**src/rtl/decode.sv**
```systemverilog
// decode: RV32I decode stage with built-in IF/ID pipeline register.
// Latches the fetch pc/instr pair, then decodes the latched word into register
// fields, a sign-extended immediate, execute control flags and an illegal flag.
// Optional feature macro: DECODE_HAZARD_EN enables load-use hazard detection.
// Without it the hazard term is tied low and forwarding is left to execute.
//
// Handshake: in_valid qualifies in_pc/in_instr. stall_fetch is the inverse
// of ready. A word is accepted on a rising edge only when stall_fetch=0 and
// flush=0. While stall_fetch=1, fetch must keep presenting the same word.
// out_valid qualifies the decoded outputs towards execute.

module decode #(
    parameter logic [31:0] NOP_INSTR = 32'h00000013
) (
    input  logic        clk,
    input  logic        reset,
    input  logic        in_valid,
    input  logic [31:0] in_pc,
    input  logic [31:0] in_instr,
    input  logic        stall_in,
    input  logic        flush,
    input  logic        ex_mem_read,
    input  logic [4:0]  ex_rd,
    output logic        stall_fetch,
    output logic        out_valid,
    output logic [31:0] out_pc,
    output logic [31:0] out_instr,
    output logic [4:0]  rs1,
    output logic [4:0]  rs2,
    output logic [4:0]  rd,
    output logic [2:0]  funct3,
    output logic [6:0]  funct7,
    output logic [31:0] imm,
    output logic        reg_write,
    output logic        mem_read,
    output logic        mem_write,
    output logic        branch,
    output logic        jump,
    output logic        alu_src,
    output logic        illegal
);

    localparam logic [6:0] OP_LUI    = 7'b0110111;
    localparam logic [6:0] OP_AUIPC  = 7'b0010111;
    localparam logic [6:0] OP_JAL    = 7'b1101111;
    localparam logic [6:0] OP_JALR   = 7'b1100111;
    localparam logic [6:0] OP_BRANCH = 7'b1100011;
    localparam logic [6:0] OP_LOAD   = 7'b0000011;
    localparam logic [6:0] OP_STORE  = 7'b0100011;
    localparam logic [6:0] OP_OPIMM  = 7'b0010011;
    localparam logic [6:0] OP_OP     = 7'b0110011;
    localparam logic [6:0] OP_SYSTEM = 7'b1110011;

    logic        r_valid;
    logic [31:0] r_pc;
    logic [31:0] r_instr;

    logic [6:0]  w_opcode;
    logic        w_is_lui, w_is_auipc, w_is_jal, w_is_jalr, w_is_branch;
    logic        w_is_load, w_is_store, w_is_opimm, w_is_op, w_is_system;
    logic        w_legal;
    logic        w_hazard;
    logic        w_out_valid;
    logic        w_rd_nz;
    logic [31:0] w_imm;

    // IF/ID register: reset > flush > hold > load.
    always_ff @(posedge clk or posedge reset) begin
        if (reset) begin
            r_valid <= 1'b0;
            r_pc    <= 32'h0;
            r_instr <= NOP_INSTR;
        end else if (flush) begin
            r_valid <= 1'b0;
            r_instr <= NOP_INSTR;
        end else if (!stall_fetch) begin
            r_valid <= in_valid;
            r_pc    <= in_pc;
            r_instr <= in_instr;
        end
    end

    assign w_opcode    = r_instr[6:0];
    assign w_is_lui    = (w_opcode == OP_LUI);
    assign w_is_auipc  = (w_opcode == OP_AUIPC);
    assign w_is_jal    = (w_opcode == OP_JAL);
    assign w_is_jalr   = (w_opcode == OP_JALR);
    assign w_is_branch = (w_opcode == OP_BRANCH);
    assign w_is_load   = (w_opcode == OP_LOAD);
    assign w_is_store  = (w_opcode == OP_STORE);
    assign w_is_opimm  = (w_opcode == OP_OPIMM);
    assign w_is_op     = (w_opcode == OP_OP);
    assign w_is_system = (w_opcode == OP_SYSTEM);

    // The low-bit test is redundant with the opcode match but states the
    // compressed-encoding rejection explicitly.
    assign w_legal = (r_instr[1:0] == 2'b11) &
                     (w_is_lui | w_is_auipc | w_is_jal | w_is_jalr | w_is_branch |
                      w_is_load | w_is_store | w_is_opimm | w_is_op | w_is_system);

    assign rs1     = r_instr[19:15];
    assign rs2     = r_instr[24:20];
    assign rd      = r_instr[11:7];
    assign funct3  = r_instr[14:12];
    assign funct7  = r_instr[31:25];
    assign w_rd_nz = (r_instr[11:7] != 5'd0);

`ifdef DECODE_HAZARD_EN
    logic w_uses_rs1;
    logic w_uses_rs2;
    assign w_uses_rs1 = ~(w_is_lui | w_is_auipc | w_is_jal);
    assign w_uses_rs2 = w_is_branch | w_is_store | w_is_op;
    assign w_hazard   = r_valid & ex_mem_read & (ex_rd != 5'd0) &
                        ((w_uses_rs1 & (rs1 == ex_rd)) |
                         (w_uses_rs2 & (rs2 == ex_rd)));
`else
    // Load-use detection disabled: the execute-side inputs are intentionally unused.
    logic w_unused_ex;
    assign w_unused_ex = ^{ex_mem_read, ex_rd};
    assign w_hazard    = 1'b0;
`endif

    assign stall_fetch = stall_in | w_hazard;
    assign w_out_valid = r_valid & ~w_hazard;
    assign out_valid   = w_out_valid;
    assign out_pc      = r_pc;
    assign out_instr   = r_instr;

    // Immediate generation by instruction format; sign bit always instr[31].
    always_comb begin
        w_imm = 32'h0;
        if (w_is_load | w_is_opimm | w_is_jalr)
            w_imm = {{20{r_instr[31]}}, r_instr[31:20]};
        else if (w_is_store)
            w_imm = {{20{r_instr[31]}}, r_instr[31:25], r_instr[11:7]};
        else if (w_is_branch)
            w_imm = {{19{r_instr[31]}}, r_instr[31], r_instr[7],
                     r_instr[30:25], r_instr[11:8], 1'b0};
        else if (w_is_lui | w_is_auipc)
            w_imm = {r_instr[31:12], 12'h000};
        else if (w_is_jal)
            w_imm = {{11{r_instr[31]}}, r_instr[31], r_instr[19:12],
                     r_instr[20], r_instr[30:21], 1'b0};
    end
    assign imm = w_imm;

    // Control flags, all gated by out_valid so bubbles carry no side effects.
    always_comb begin
        reg_write = w_out_valid & w_rd_nz &
                    (w_is_lui | w_is_auipc | w_is_jal | w_is_jalr |
                     w_is_load | w_is_opimm | w_is_op);
        mem_read  = w_out_valid & w_is_load;
        mem_write = w_out_valid & w_is_store;
        branch    = w_out_valid & w_is_branch;
        jump      = w_out_valid & (w_is_jal | w_is_jalr);
        alu_src   = w_out_valid & (w_is_load | w_is_store | w_is_opimm |
                                   w_is_jalr | w_is_lui | w_is_auipc);
        illegal   = w_out_valid & ~w_legal;
    end

endmodule

```
**config.mk**
```make
export PLATFORM = sky130hd
export DESIGN_NAME = decode
export DESIGN_NICKNAME = d
export VERILOG_FILES = /design/src/rtl/decode.sv
export SDC_FILE = /design/constraint.sdc
export NUM_CORES = 1
export LEC_CHECK = 0
export CAP_MARGIN = 20
export CELL_PAD_IN_SITES_DETAIL_PLACEMENT = 1
export CELL_PAD_IN_SITES_GLOBAL_PLACEMENT = 2
export CORE_AREA = 8 8 150 124
export DETAILED_ROUTE_END_ITERATION = 6
export DIE_AREA = 0 0 158 132
export PLACE_DENSITY_LB_ADDON = 0.2
export RECOVER_POWER = 50
export SYNTH_ARGS = -nofsm -noshare
export SYNTH_HDL_FRONTEND = slang
export SYNTH_SLANG_ARGS = --single-unit
```
**constraint.sdc**
```tcl
create_clock -name clk -period 2.6 [get_ports clk]
set_input_delay 0.52 -clock clk [delete_from_list [all_inputs] [get_ports clk]]
set_output_delay 0.52 -clock clk [all_outputs]
set_load 0.02 [all_outputs]
```
==> reports/metrics.yaml <==
async_flop_share: 1.00
nNetsFinal: 539
end_kind: "output pin"
critPathKind: "reg -> out"
crit_start: "out_instr[0]$_DFFE_PP1P_"
synth-seq-cells: 65
ys_seq_area_frac: 0.495
wl_met1_mm: 5.39
vdd_drop_max_mv: 0.406
clkTransAtPathRegs_ns: 0.05
antenna_found_initial: 0
first_global_vias: 3201
critPathBufInv: 2
grt_max_degree: 66
synthToLayoutAreaGrowth_pct: 71.6
die_x_um: 158
fin_tns_setup_ns: 0
clock_skew_ns: 0
root_buffer: "clkbuf_16"
yosysUniqueCellTypes: 45
hold_depth: 1
synth_common_cells: "dfrtp_1 (62), nor2_1 (36), mux2i_1 (30), buf_4 (27), mux2_2 (26)"
wl_per_cell_um: 18.2
synth_top_area_cell: "dfrtp_1"
yosysTopAreaCellShare: 0.471
grt_use_total: 0.118
place.port_buffers: 198
r2r-start: "out_instr[0]$_DFFE_PP1P_"
final_util: 0.349
cp.required_ns: 2.08
overflow: 0
cts_tree: "done"
finalInstanceArea_um2: 5650
setup_viol: 0
hold_end: "out_pc[7]$_DFFE_PP0P_"
wl_met3_mm: 1.39
tightestPinTransition_ns: 1.70
wl_mm: 12.5
cp_top_family: "flip-flops"
fmax_mhz: 401
dr_wl_met2_mm: 5.65
crit_path_max_fanout: 5
avgSynthCellArea_um2: 11.9
row_count: 42
crit_arrival_ns: 1.98
placed_cell_area_um2: 5410
syn_inst: 278
hold_class: "reg -> reg"
grt_pass1_wl_mm: 19.0
drtIter0Drc: 64
reg2reg_depth: 2
outcome: "finished, violations left"
core-area_um2: 16200
rsz0062_at_grt: "yes"
min_from: "out_pc[7]$_DFFE_PP0P_"
maxCapViolCount: 1
cts_made_buffers: 9
dp_hpwl_mm: 9.55
avgViaCountPerCell: 4.12
ys.flop_type: "dfrtp_1"
cts_max_level: 3
hold_buffers: 0
r2r_slack_ns: 1.69
slew_headroom: -0.130
reg2reg_to: "out_instr[0]$_DFFE_PP1P_"
route.detailed.drc: 0
first_pass_iters: 4
die_y_um: 132
p_total_mw: 3.30
syn_area_um2: 3290
yosysMostFrequentCell: "dfrtp_1"
powerDensity_nw_per_um2: 584
startpoint_type: "register"
dieArea_um2: 20900
slowest_stage: "dfstp_2"
antenna_left: 0
synth_edf_count: 0
place_congestion: 0.727
synthTopCellsByArea: "dfrtp_1 (47%), mux2i_1 (9.1%), mux2_2 (8.9%)"
yosys_warnings: 0
synth_nets: 353
slowest_delay_ns: 0.61
period_share: 0.960
fin_cells: 689
via_count: 2839
cts_buffer_depth: 2
num_io_pins: 205
worstPathCellList: "and4bb_2, nand2b_1, o21ai_2, buf_4, a22o_1, clkbuf_2"
cts_sinks: 65
p_leak_nw: 2.58
drv_slew: 66
dp_cells: 670
violations: "capacitance limit, slew limit"
initial_core_util: 0.204
clock_latency_ns: 0.33
post-route-min-period_ns: 2.50
diodes: 0
hold_viol: 0
highest-signal-layer: "met4"
drive_gt1_frac: 0.237
==> layout by cell type (no fill, tap or decap), drive strengths merged, types with 5 or more instances in the layout <==
cell type | netlist | routed
clkdlybuf4s50 | 0 | 157
dfrtp | 62 | 62
nor2 | 36 | 36
buf | 36 | 36
mux2 | 33 | 33
mux2i | 30 | 30
clkbuf | 5 | 23
a21o | 21 | 21
and2 | 7 | 7
dlygate4sd2 | 0 | 5
clkdlybuf4s15 | 0 | 5
==> state kept, by name, summed over array words and instances, names as in the netlist <==
signal,cells
out_instr,32
out_pc,32
out_valid,1
==> worst max-delay path by stage <==
stage	end	slack (ns)	cells after the start
6_report	imm[1]	0.10	6
4_1_cts	imm[14]	-0.08	6
2_1_floorplan	illegal	0.12	2
5_1_grt	imm[31]	-0.02	6
3_3_place_gp	imm[30]	0.01	5
3_5_place_dp	imm[14]	-0.02	5
==> metrics by stage <==
stage                     worst slack [ns]  hold WS [ns]
after floorplan                      0.117         0.609
after global placement              0.0138         0.466
after detailed placement           -0.0154         0.475
after CTS                          -0.0797         0.494
after global routing               -0.0163         0.516
final                                0.105         0.490
==> power by group <==
group,internal [mW],switching (mW),total [mW]
Combinational,0.475,0.430,0.905
Clock,0.741,0.451,1.19
Sequential,1.12,0.0842,1.20
==> cell families (layout without fill, tap and decap cells) <==
kind of cell | after synthesis | in the layout | share of synthesized area
simple gates | 67 | 67 | 0.112
flops | 65 | 65 | 0.495
mux | 63 | 63 | 0.205
buf+inv | 43 | 234 | 0.0911
compound gates | 40 | 40 | 0.0972
==> final cells by class <==
class	count	area [µm²]
flip-flops and latches	65	1630
fillers	1816	10500
clock inverters	5	56.3
well taps	220	275
inverters	2	7.51
multi-input cells	170	1410
repair buffers	216	2040
clock buffers	11	233
==> routing by layer <==
metal | GRT usage | vias up
li1 | - | 1317
met1 | 0.139 | 1389
met2 | 0.185 | 123
met3 | 0.0636 | 10
met4 | 0.0298 | 0
met5 | 0 | -
==> repair_timing <==
| action | CTS | global route |
|---|---|---|
| gates cloned | 0 | 1 |
| gates resized for setup | 125 | 26 |
| endpoints found under the setup margin | 38 | 35 |
| pin swaps | 1 | 5 |
| setup buffers | 2 | 1 |
==> worst reg2reg max path, stage by stage (launching register included) <==
cell and delay (ns):
dfstp_2 0.61, buf_4 0.14, a211o_1 0.11
(Power assumes the default switching activity.)
